### src/rtl/brownout_dig_mc.sv
// Brownout supervisor digital controller: per-channel trip decode, comparator
// synchroniser/debounce, blanking/assert/hold FSM, sticky status and IRQ.
module brownout_dig_mc #(
    parameter int NCH        = 2,
    parameter int TRIP_W     = 3,
    parameter int DEB_CNT    = 4,
    parameter int HOLD_LONG  = 4096,
    parameter int HOLD_SHORT = 16,
    parameter int STARTUP    = 8
) (
    input  logic                          osc_ck,
    input  logic                          rst_n,
    input  logic [NCH-1:0]                ena,
    input  logic [NCH*TRIP_W-1:0]         trip,
    input  logic [NCH-1:0]                brout_filt,
    input  logic                          force_rc_osc,
    input  logic                          force_short_oneshot,
    input  logic [NCH-1:0]                clr,
    output logic [NCH*(2**TRIP_W)-1:0]    trip_decoded,
    output logic [NCH-1:0]                out,
    output logic [NCH-1:0]                timed_out,
    output logic [NCH-1:0]                sticky,
    output logic                          irq,
    output logic                          osc_ena
);

    localparam int DW   = 2 ** TRIP_W;
    localparam int MAX1 = (HOLD_LONG > HOLD_SHORT) ? HOLD_LONG : HOLD_SHORT;
    localparam int MAX2 = (STARTUP > DEB_CNT) ? STARTUP : DEB_CNT;
    localparam int MAXC = (MAX1 > MAX2) ? MAX1 : MAX2;
    localparam int CW   = $clog2(MAXC) + 1;

    localparam logic [2:0] S_OFF     = 3'd0;
    localparam logic [2:0] S_SETTLE  = 3'd1;
    localparam logic [2:0] S_MONITOR = 3'd2;
    localparam logic [2:0] S_ASSERT  = 3'd3;
    localparam logic [2:0] S_HOLD    = 3'd4;

    localparam logic [CW-1:0] C_ONE      = CW'(1);
    localparam logic [CW-1:0] C_DEB      = CW'(DEB_CNT);
    localparam logic [CW-1:0] C_SET_LAST = CW'(STARTUP - 1);
    localparam logic [CW-1:0] C_LONG     = CW'(HOLD_LONG);
    localparam logic [CW-1:0] C_SHORT    = CW'(HOLD_SHORT);
    localparam logic [DW-1:0] C_TAP0     = {{(DW-1){1'b0}}, 1'b1};

    logic [NCH-1:0]    r_sync1, r_sync2;
    logic [2:0]        r_state     [NCH];
    logic [2:0]        w_state_nxt [NCH];
    logic [CW-1:0]     r_cnt       [NCH];
    logic [CW-1:0]     w_cnt_nxt   [NCH];
    logic [TRIP_W-1:0] r_trip_prev [NCH];
    logic [NCH*DW-1:0] r_trip_dec, w_trip_dec;
    logic [NCH-1:0]    r_out, w_out_nxt, r_to, w_to_nxt, r_sticky, w_set;
    logic              r_irq, r_osc_ena;

    // One shared counter per channel: blanking, debounce and hold never overlap.
    always_comb begin
        w_trip_dec = '0;
        w_out_nxt  = '0;
        w_to_nxt   = '0;
        w_set      = '0;
        for (int unsigned i = 0; i < NCH; i++) begin
            w_state_nxt[i] = r_state[i];
            w_cnt_nxt[i]   = r_cnt[i];
            w_trip_dec[i*DW +: DW] = C_TAP0 << trip[i*TRIP_W +: TRIP_W];
            if (!ena[i]) begin
                w_state_nxt[i] = S_OFF;
                w_cnt_nxt[i]   = '0;
            end else begin
                case (r_state[i])
                    S_OFF: begin
                        w_state_nxt[i] = S_SETTLE;
                        w_cnt_nxt[i]   = '0;
                    end
                    S_SETTLE: begin
                        if (r_cnt[i] == C_SET_LAST) begin
                            w_state_nxt[i] = S_MONITOR;
                            w_cnt_nxt[i]   = '0;
                        end else begin
                            w_cnt_nxt[i] = r_cnt[i] + C_ONE;
                        end
                    end
                    S_MONITOR: begin
                        if (r_cnt[i] == C_DEB) begin
                            w_state_nxt[i] = S_ASSERT;
                            w_cnt_nxt[i]   = '0;
                            w_set[i]       = 1'b1;
                        end else if (!r_sync2[i] ||
                                     (trip[i*TRIP_W +: TRIP_W] != r_trip_prev[i])) begin
                            w_cnt_nxt[i] = '0;
                        end else begin
                            w_cnt_nxt[i] = r_cnt[i] + C_ONE;
                        end
                    end
                    S_ASSERT: begin
                        if (!r_sync2[i]) begin
                            w_state_nxt[i] = S_HOLD;
                            w_cnt_nxt[i]   = force_short_oneshot ? C_SHORT : C_LONG;
                        end
                    end
                    S_HOLD: begin
                        if (r_sync2[i]) begin
                            w_state_nxt[i] = S_ASSERT;
                            w_cnt_nxt[i]   = '0;
                        end else if (r_cnt[i] == C_ONE) begin
                            w_state_nxt[i] = S_MONITOR;
                            w_cnt_nxt[i]   = '0;
                            w_to_nxt[i]    = 1'b1;
                        end else begin
                            w_cnt_nxt[i] = r_cnt[i] - C_ONE;
                        end
                    end
                    default: begin
                        w_state_nxt[i] = S_OFF;
                        w_cnt_nxt[i]   = '0;
                    end
                endcase
            end
            w_out_nxt[i] = (w_state_nxt[i] == S_ASSERT) || (w_state_nxt[i] == S_HOLD);
        end
    end

    always_ff @(posedge osc_ck or negedge rst_n) begin
        if (!rst_n) begin
            r_sync1   <= '0;
            r_sync2   <= '0;
            r_out     <= '0;
            r_to      <= '0;
            r_sticky  <= '0;
            r_irq     <= 1'b0;
            r_osc_ena <= 1'b0;
            for (int unsigned i = 0; i < NCH; i++) begin
                r_state[i]             <= S_OFF;
                r_cnt[i]               <= '0;
                r_trip_prev[i]         <= '0;
                r_trip_dec[i*DW +: DW] <= C_TAP0;
            end
        end else begin
            r_sync1    <= brout_filt;
            r_sync2    <= r_sync1;
            r_trip_dec <= w_trip_dec;
            r_out      <= w_out_nxt;
            r_to       <= w_to_nxt;
            // A new event in the same cycle as a clear keeps the flag set.
            r_sticky   <= w_set | (r_sticky & ~clr);
            r_irq      <= |r_sticky;
            r_osc_ena  <= force_rc_osc | (|ena);
            for (int unsigned i = 0; i < NCH; i++) begin
                r_state[i]     <= w_state_nxt[i];
                r_cnt[i]       <= w_cnt_nxt[i];
                r_trip_prev[i] <= trip[i*TRIP_W +: TRIP_W];
            end
        end
    end

    assign trip_decoded = r_trip_dec;
    assign out          = r_out;
    assign timed_out    = r_to;
    assign sticky       = r_sticky;
    assign irq          = r_irq;
    assign osc_ena      = r_osc_ena;

endmodule

### config.mk
export PLATFORM = sky130hd
export DESIGN_NAME = brownout_dig_mc
export DESIGN_NICKNAME = d
export VERILOG_FILES = /design/src/rtl/brownout_dig_mc.sv
export SDC_FILE = /design/constraint.sdc
export NUM_CORES = 1
export LEC_CHECK = 0
export BUFFER_PORTS_ARGS = -buffer_cell sky130_fd_sc_hd__buf_2
export CORE_ASPECT_RATIO = 0.9
export CORE_MARGIN = 2
export CORE_UTILIZATION = 45
export CTS_BUF_LIST = sky130_fd_sc_hd__clkbuf_4 sky130_fd_sc_hd__clkbuf_8
export DETAILED_ROUTE_END_ITERATION = 16
export PLACE_DENSITY = 0.62
export SKIP_LAST_GASP = 1
export SYNTH_ARGS = -nofsm -noshare
export SYNTH_HDL_FRONTEND = slang
export SYNTH_SLANG_ARGS = --single-unit
### constraint.sdc
create_clock -name osc_ck -period 2.9 [get_ports osc_ck]
set_input_delay 0.145 -clock osc_ck [delete_from_list [all_inputs] [get_ports osc_ck]]
set_output_delay 0.145 -clock osc_ck [all_outputs]
set_load 0.01 [all_outputs]
-- Yosys cells after proc, flatten, opt, wreduce, memory -nomap -nowiden
Index checks and enable logic that the tools add are counted.
- register bits: 66
- latch bits: 0
- memory bits (writable): 0
- memory bits (read-only): 0
- bits of input ports: 16
- output and inout port bits: 24
- memories kept: 0
- $add $sub $neg: 4
- multipliers: 0
- div/mod/pow operators: 0
- order comparisons: 0
- equal/unequal tests: 22
- shift-type cells: 2
- multiplexer cells: 45
- bitwise gates (word level): 4
- reductions and logical operators: 10
- operators with widths (operator ; number):
    $mux 13 ; 15
    $pmux 13 s4 ; 2
    $eq 13x3->1 const B ; 4
    $mux 3 ; 12
    $pmux 3 s5 ; 2
    $add 13x1->13 const B ; 2
    $eq 13x1->1 const B ; 2
    $sub 13x1->13 const B ; 2
    $eq 3x2->1 const B ; 6
    $shl 1x3->8 const A ; 2
    $mux 1 ; 14
    $eq 3x3->1 const B ; 4
    $eq 3x1->1 const B ; 2
    $logic_not 3->1 ; 2
    $ne 3x3->1 ; 2
    $ne 3x3->1 const B ; 2
    $logic_or 1x1->1 ; 4
    $reduce_or 2->1 ; 2
    $and 2x2->2 ; 1
    $logic_not 1->1 ; 2
    $not 2->2 ; 1
    $or 2x2->2 ; 1
    $or 1x1->1 ; 1

-- Logic depth before layout (Yosys ltp)
Gate-level depths: netlist (run 1).
- depth after elaboration: 7
- gate-level depth with buffers: 9
- mapped depth without buffers: 7

-- Least setup slack after synthesis (run 1)
No wires, ideal clock.
- kind: reg-to-reg
- start: reg r_cnt[17] (netlist name)
- end: reg r_cnt[18] (netlist name)
- data arrival time: 2.361 ns
- data required time: 2.779 ns
- slack: 0.418 ns
- cell stages (with the launch flop): 8
- path buffers: 2
- clock period less this slack: 2.482 ns
- cells stage by stage: dfrtp_1 > buf_6 > or4_1 > buf_2 > or4_4 > o2bb2ai_4 > a32o_1 > a22o_1
- longest elaborated chain between the ends: 5
- elaborated cells between the ends (all ways): 12
- classes of those cells: add/sub: 2; eq/ne: 3; mux: 7
- RTL lines (what ; line ; source):
    start, declared ; 49 ; logic [CW-1:0] r_cnt [NCH];
    start signal, assigned by index ; 150 ; r_cnt[i] <= w_cnt_nxt[i];
    $sub 13x1->13, or another cell as far along ; 110 ; w_cnt_nxt[i] = r_cnt[i] - C_ONE;
    $mux 13, on equally long branches ; 105, 88 ;
    $mux 13, on equally long branches ; 102, 84 ;
    $pmux 13 s4 (*) ; 70 ; case (r_state[i])
    $mux 13 (*) ; 66 ; if (!ena[i]) begin
Every way passes the cells marked *; elsewhere a longest branch is shown, timed or not.
A chain may end at the register's enable or synchronous reset.

-- Worst setup path after layout (run 1)
- start: reg r_cnt[17] (netlist name)
- end: reg r_cnt[21] (netlist name)
The elaborated chain is that of the path after synthesis.

==> results.cfg, run 1 <==
[sta]
whs_ns = 0.01363
skew_ns = 0.01595
finalWorstSetupSlack_ns = 0.3606
finalHoldViolations = 0
tns_ns = 0
relSlewSlack = 0.5301
fin_crit_ns = 2.539
max_freq_mhz = 393.8
setup_viol = 0
worstMarginPinSlew_ns = 0.6994
slew_violations = 0
rsz0062_at_grt = no
finalCritPeriodShare = 0.8757

[die]
die_width_um = 103.3
boundaryPins = 40
core_area_mm2 = 0.008608
initial_core_util = 0.4642
die_area_mm2 = 0.009651
row_count = 32
fp.dieH_um = 93.40

[clock_tree]
cts_tree = yes
cts.clk_slew.worst_paths_ns = 0.08
cts_buffers = 9
clockRootBuffer = clkbuf_8
clockBufferDepth = 2
ctsResizeCount = 0
cts.sinks = 66
htreeDepth = 3
clk_latency_ns = 0.35

[job]
drv_cap = 0

[critical_path]
path_class = reg -> reg
cp-start-kind = flip-flop
slowest_delay_ns = 0.62
cp_max_fo = 13
critPathCaptureType = flip-flop
worstPathCellList = or4_1, or4_4, a2bb2oi_4, o32ai_1, a22o_1
cp_data_required_time_ns = 3.14
arrival_ns = 2.78
slowest_stage = or4_4
path_buf_inv = 0
cpLargestDelayFamily = simple AND/OR/NAND/NOR gates

[detailed_routing]
routed-via-count = 3547
ant_nets = 0
wl_per_cell_um = 16.98
drt_wl_total_um = 10070
first_pass_iters = 7
vias_per_cell = 5.981
drc_errors = 0
drt_iter0_markers = 236

[synth]
yosysSeqAreaShare = 0.4139
ys_top_cells_by_area = dfrtp_1 (40%), xnor2_1 (3.3%), clkbuf_1 (2.5%)
netlist_instances = 431
syn_avg_cell_area_um2 = 9.272
muxShareOfSynthArea = 0.002818
yosysUniqueCellTypes = 69
synthAdderAreaFrac = 0.02505
synth-edff-count = 0
synth_fp_nets = 455
async_flop_share = 1.000
synth_top_family_by_area = simple AND/OR/NAND/NOR gates
synth-main-ff-cell = dfrtp_1
ys_warn_count = 0
synthSimpleGateAreaFrac = 0.2661
synth_compound_area_frac = 0.1966
synth_xor_area_frac = 0.03726
synth_seq_cells = 66
yosys.area.top_type = dfrtp_1
syn-cell-area_mm2 = 0.003996
synth_top_area_share = 0.4008

[global_route]
grt_use_met2 = 0.3220
grt_pass1_wl_um = 16840
grt_start_max_net_pins = 41
grt_use_total = 0.2248
grt_pass1_vias = 3390
grt.overflow.total = 0
use_met3 = 0.04933
busiest_layer = met1
grt_use_met1 = 0.3348
antenna_found_initial = 0

[layout]
area_growth_pct = 15.28
finish.instance_area_mm2 = 0.004607
final_common_cell = dfrtp_1
diodes = 0
drive_gt1_frac = 0.1962
fin_nets = 493
layout_common_cells = dfrtp_1 (64), buf_2 (39), nand2_1 (25)
fin_cells = 593

[pwr]
max-vdd-ir-drop_v = 0.0003345
power_density_mw_per_mm2 = 442.9
power_leakage_nw = 1.988

[placed_design]
dpl.cell_count = 569
dpl_cell_area_mm2 = 0.004304
place_ws_ns = 0.3841
port_buffers = 39
place.gp.congestion = 0.8417
place_hpwl_um = 7023

[hold_path]
hp-class = in -> reg

[run_status]
outcome = completed
-- timing repair --
action                    CTS  global route
setup buffers               0             0
hold buffers                8             0
hold endpoints to repair   71             0
-- sequential cells by signal (all words and copies together), names as in the netlist --
signal / flops
irq: 1
osc_ena: 1
out: 2
r_cnt: 26
r_state: 6
r_sync1: 2
r_sync2: 2
r_trip_prev: 6
sticky: 2
timed_out: 2
trip_decoded: 16
-- cell type report --
class / count / area, um2
Tap cell: 119 / 148.9
Clock buffer: 10 / 131.4
Timing Repair Buffer: 62 / 387.9
Multi-Input combinational cell: 309 / 2115
Inverter: 21 / 78.83
Clock inverter: 6 / 91.34
Fill cell: 768 / 4001
Sequential cell: 66 / 1654
-- report_power, final --
group          switching [mW]  internal [mW]  total [mW]
logic                   0.122         0.0795       0.201
clock network           0.382          0.495       0.878
registers              0.0200          0.942       0.962
-- through the flow --
step,total power [mW],utilization
floorplan,1.097,-
detailed placement,1.173,0.5000
global placement,1.169,0.5000
CTS,2.063,0.5352
global route,2.134,0.5352
finish,2.040,0.5352
-- metal layers --
metal  vias up  wire [um]
met4         0        119
met1      1698       4703
met5         -          0
met2       144       4505
li1       1695          -
met3        10        739
-- cells in the mapped netlist (all sizes together) (3+ instances only) --
library cell / number
o31ai: 5
inv: 21
and3: 9
or2: 3
xnor2: 15
o22ai: 10
clkbuf: 27
nor3: 13
nand3: 20
nor4: 12
and4: 3
nor2b: 5
a31oi: 15
o211ai: 8
or3: 4
dfrtp: 64
ha: 8
nand2: 25
o21ai: 10
nor2: 24
or3b: 4
nand3b: 9
nand2b: 5
a22o: 5
and3b: 3
nor3b: 10
o311ai: 5
or4: 9
a21oi: 15
buf: 8
o32a: 5
nand4: 10
-- final timing paths --
kind	endpoint	depth (start not counted)	startpoint	slack, ns
worst max register to register	r_cnt[21]	5	r_cnt[17]	0.36
max in group asynchronous	trip_decoded[8]	3	rst_n	2.12
worst min register to register	r_sync2[1]	0	r_sync1[1]	0.35
min in group asynchronous	r_cnt[7]	3	rst_n	0.34
worst min-delay path	r_trip_prev[1]	1	trip[4]	0.01
worst max-delay path	r_cnt[21]	5	r_cnt[17]	0.36
-- kinds of logic (layout without fill, tap and decap cells) --
| kind of cell | after synthesis | in the layout |
|---|---|---|
| and+or+nand+nor | 179 | 179 |
| xor gates and xnor gates | 17 | 17 |
| AOI/OAI and AO/OA | 104 | 104 |
| muxes | 1 | 1 |
| buffers and inverters | 56 | 99 |
| adders and majority gates | 8 | 8 |
| DFF | 66 | 66 |
No activity file was read; power rests on OpenSTA's default activity.
==> run 2, diff against run 1 <==
CTS_BUF_LIST = sky130_fd_sc_hd__clkbuf_8   (was sky130_fd_sc_hd__clkbuf_4 sky130_fd_sc_hd__clkbuf_8)
==> results.cfg, run 2 (synthesis gave the netlist of run 1 again) <==
[run_status]
outcome = completed

[die]
row_count = 32
boundaryPins = 40
initial_core_util = 0.4642
fp.dieH_um = 93.40
die_width_um = 103.3
core_area_mm2 = 0.008608
die_area_mm2 = 0.009651

[critical_path]
critPathCaptureType = flip-flop
cp_data_required_time_ns = 3.14
cp-start-kind = flip-flop
arrival_ns = 2.78
worstPathCellList = or4_1, or4_4, a2bb2oi_4, o32ai_1, a22o_1
cp_max_fo = 13
path_class = reg -> reg
cpLargestDelayFamily = simple AND/OR/NAND/NOR gates
slowest_delay_ns = 0.62
path_buf_inv = 0
slowest_stage = or4_4

[global_route]
grt_start_max_net_pins = 41
grt_pass1_wl_um = 16840
grt_use_total = 0.2248
grt_pass1_vias = 3377
antenna_found_initial = 0
grt.overflow.total = 0

[placed_design]
port_buffers = 39
place.gp.congestion = 0.8417
place_hpwl_um = 7023

[sta]
max_freq_mhz = 393.4
whs_ns = 0.01234
slew_violations = 0
finalHoldViolations = 0
relSlewSlack = 0.5304
fin_crit_ns = 2.542
worstMarginPinSlew_ns = 0.6991
rsz0062_at_grt = no
skew_ns = 0.01502
setup_viol = 0
tns_ns = 0
finalCritPeriodShare = 0.8764

[clock_tree]
clk_latency_ns = 0.35
cts_tree = yes
post-cts-setup-buffers = 0
hold_buffers = 8
cts_buffers = 9
htreeDepth = 3
ctsResizeCount = 0
clockBufferDepth = 2
cts.sinks = 66
clockRootBuffer = clkbuf_8
cts.clk_slew.worst_paths_ns = 0.08

[detailed_routing]
first_pass_iters = 5
routed-via-count = 3542
ant_nets = 0
drc_errors = 0
vias_per_cell = 5.973
drt_wl_total_um = 10080
wl_per_cell_um = 17.00
drt_iter0_markers = 271

[pwr]
pwr-share-seq = 0.473
power_leakage_nw = 1.989
internal-power_mw = 1.503
max-vdd-ir-drop_v = 0.0003362
swShare = 0.2599
power_density_mw_per_mm2 = 441.2
clkPwrFrac = 0.427
switching_power_mw = 0.5279
combPwrFrac = 0.099

[layout]
final_common_cell = dfrtp_1
largest_register = r_cnt
fin_nets = 493
diodes = 0
area_growth_pct = 15.18
largest_register_ffs = 26
drive_gt1_frac = 0.1941
layout_common_cells = dfrtp_1 (64), buf_2 (39), nand2_1 (25)

[job]
drv_cap = 0

[hold_path]
hp-class = in -> reg
[run 2: metrics by stage]
stage,area [um2],std cells,util,power [mW],setup slack [ns]
6_report,4603,593,0.5347,2.031,0.3583
5_1_grt,4603,593,0.5347,2.121,0.1962
4_1_cts,4603,593,0.5347,2.050,0.3611
3_5_place_dp,4304,569,0.5000,1.173,0.3841
3_3_place_gp,4304,569,0.5000,1.169,0.4118
2_1_floorplan,3996,431,-,1.097,0.4176
[run 2: final cells by class]
| class | count | area (um2) |
|---|---|---|
| Clock buffer | 9 | 123.9 |
| Multi-Input combinational cell | 309 | 2115 |
| Timing Repair Buffer | 62 | 387.9 |
| Tap cell | 119 | 148.9 |
| Fill cell | 770 | 4005 |
| Inverter | 21 | 78.83 |
| Clock inverter | 7 | 95.09 |
| Sequential cell | 66 | 1654 |
[run 2: power by group through the flow]
| stage | Clock, mW | Sequential, mW | Combinational [mW] |
|---|---|---|---|
| floorplan | 0 | 0.975 | 0.122 |
| detailed placement | 0 | 0.979 | 0.194 |
| global placement | 0 | 0.978 | 0.190 |
| global route | 0.931 | 0.965 | 0.225 |
| finish | 0.868 | 0.962 | 0.201 |
| CTS | 0.886 | 0.961 | 0.203 |
[run 2: routing by layer]
metal  up-vias  track usage  share of wire
met5         -            0              0
met4         0      0.07456          0.012
met3        10      0.04933          0.075
met2       147       0.3214           0.45
met1      1688       0.3352           0.47
li1       1697            -              -
[run 2: worst paths after layout]
kind,from,depth (start not counted),slack (ns),endpoint
setup / recovery,r_cnt[17],5,0.36,r_cnt[21]
hold / removal,trip[4],1,0.01,r_trip_prev[1]
setup reg to reg,r_cnt[17],5,0.36,r_cnt[21]
hold reg to reg,r_sync1[1],0,0.35,r_sync2[1]
max in group asynchronous,rst_n,3,2.12,trip_decoded[8]
min in group asynchronous,rst_n,3,0.34,r_cnt[7]
[run 2: worst reg2reg max path: stages, from the launching register on]
cell and delay [ns]:
dfrtp_1 0.46, or4_1 0.59, or4_4 0.62, a2bb2oi_4 0.38, o32ai_1 0.15, a22o_1 0.24
==> run 3, diff against run 2 <==
CORE_MARGIN = not set   (was 2)
RECOVER_POWER = 50   (was not set)
==> results.cfg, run 3 (synthesis gave the netlist of run 1 again) <==
[global_route]
grt_use_total = 0.2340
grt_start_max_net_pins = 26
grt.overflow.total = 0
grt_pass1_vias = 3391
use_met3 = 0.05543
busiest_layer = met1
grt_use_met2 = 0.3390
antenna_found_initial = 0
grt_use_met1 = 0.3473
grt_pass1_wl_um = 17120

[layout]
area_growth_pct = 15.25
largest_register = r_cnt
fin_nets = 497
final_common_cell = dfrtp_1
diodes = 0
layout_common_cells = dfrtp_1 (64), clkbuf_1 (31), nand2_1 (25)
register_area_mm2 = 0.001654
drive_gt1_frac = 0.1339
final.fill_count = 786
largest_register_ffs = 26
multi_input_comb_area_mm2 = 0.002115

[sta]
relSlewSlack = 0.07131
finalCritPeriodShare = 0.8786
worstMarginPinSlew_ns = 1.393
max_freq_mhz = 392.5
rsz0062_at_grt = no
tns_ns = 0
skew_ns = 0.01011
finalWorstSetupSlack_ns = 0.3522
fin_crit_ns = 2.548
setup_viol = 0
slew_violations = 0
finalHoldViolations = 0

[critical_path]
crit_end = r_cnt[21]
worstRegToRegCells = 5
cp_data_required_time_ns = 3.14
setup.worst_path.start = r_cnt[17]
cp-start-kind = flip-flop
cp_max_fo = 13
path_class = reg -> reg
r2r_setup_slack_ns = 0.35
r2r-start = r_cnt[17]
arrival_ns = 2.79
r2r-end = r_cnt[21]
critPathCaptureType = flip-flop

[placed_design]
place.gp.congestion = 0.8429
port_buffers = 39
place_ws_ns = 0.3725
place_hpwl_um = 6861

[clock_tree]
clk_latency_ns = 0.35
cts.sinks = 66
cts_buffers = 9
clockBufferDepth = 2
post-cts-setup-buffers = 0
cts.clk_slew.worst_paths_ns = 0.08
clockRootBuffer = clkbuf_8
ctsResizeCount = 0
cts_tree = yes
htreeDepth = 3

[pwr]
max-vdd-ir-drop_v = 0.0004623
power_mw = 2.059
power_leakage_nw = 1.902
power_density_mw_per_mm2 = 447.1

[die]
fp.dieH_um = 91.40
boundaryPins = 40
row_count = 32
die_width_um = 101.3
die_area_mm2 = 0.009262
initial_core_util = 0.4642
core_area_mm2 = 0.008608

[detailed_routing]
first_pass_iters = 5
drc_errors = 0
vias_per_cell = 5.910
drt_iter0_markers = 227
drt_wl_total_um = 9945
routed-via-count = 3528
wl_per_cell_um = 16.66
ant_nets = 0

[hold_path]
hp-class = in -> reg

[run_status]
outcome = completed

[job]
drv_cap = 0
## run 3: cell count changes in the layout (fill, tap and decap cells not counted), sizes merged
cell,change
inv,-1
dlygate4sd3,+2
clkinvlp,-2
buf,-30
clkbuf,+33
clkinv,+2
## run 3: repair_timing
action / in CTS / in global routing
endpoints found under the setup margin: 0 / 0
hold endpoints to repair: 29 / 0
hold buffers: 10 / 0
## run 3: power breakdown
group | total, mW | internal (mW) | switching [mW] | leakage (nW)
sequential | 0.960 | 0.942 | 0.0182 | 0.875
combinational | 0.202 | 0.0777 | 0.124 | 0.914
clock | 0.898 | 0.509 | 0.389 | 0.112
total | 2.06 | 1.53 | 0.531 | 1.90
## run 3: cell type report
class,instances,share of cell area
Inverter,21,0.01711
Multi-Input combinational cell,309,0.4591
Sequential cell,66,0.3591
Clock inverter,6,0.01956
Clock buffer,10,0.02988
Tap cell,119,0.03233
Timing Repair Buffer,66,0.08286
## run 3: how the worst min path moves through the flow
| stage | from | endpoint | slack (ns) | depth (start not counted) |
|---|---|---|---|---|
| global route | trip[3] | r_trip_prev[0] | 0.10 | 1 |
| detailed placement | rst_n | r_cnt[8] | 0.19 | 1 |
| finish | trip[3] | r_trip_prev[0] | 0.08 | 1 |
| global placement | rst_n | r_cnt[8] | 0.18 | 1 |
| CTS | trip[3] | r_trip_prev[0] | 0.002 | 1 |
| floorplan | rst_n | irq | -0.15 | 0 |
## run 3: critical path: stages, from the launching register on
cell       delay (ns)
dfrtp_1          0.46
or4_1            0.58
or4_4            0.62
a2bb2oi_4        0.40
o32ai_1          0.15
a22o_1           0.24
## run 3: per-layer routing
layer | vias to the layer above | wire length [um]
met3 | 15 | 501
met4 | 0 | 170
met1 | 1712 | 4961
li1 | 1705 | -
met2 | 96 | 4312
met5 | - | 0
## run 3: through the flow
stage                 util  instances  hold slack (ns)  cell area (um2)
finish              0.5350        597          0.08227             4606
global route        0.5350        597           0.1011             4606
global placement    0.5017        571           0.1830             4319
CTS                 0.5398        597         0.001682             4647
floorplan                -        431          -0.1506             3996
detailed placement  0.5017        571           0.1876             4319
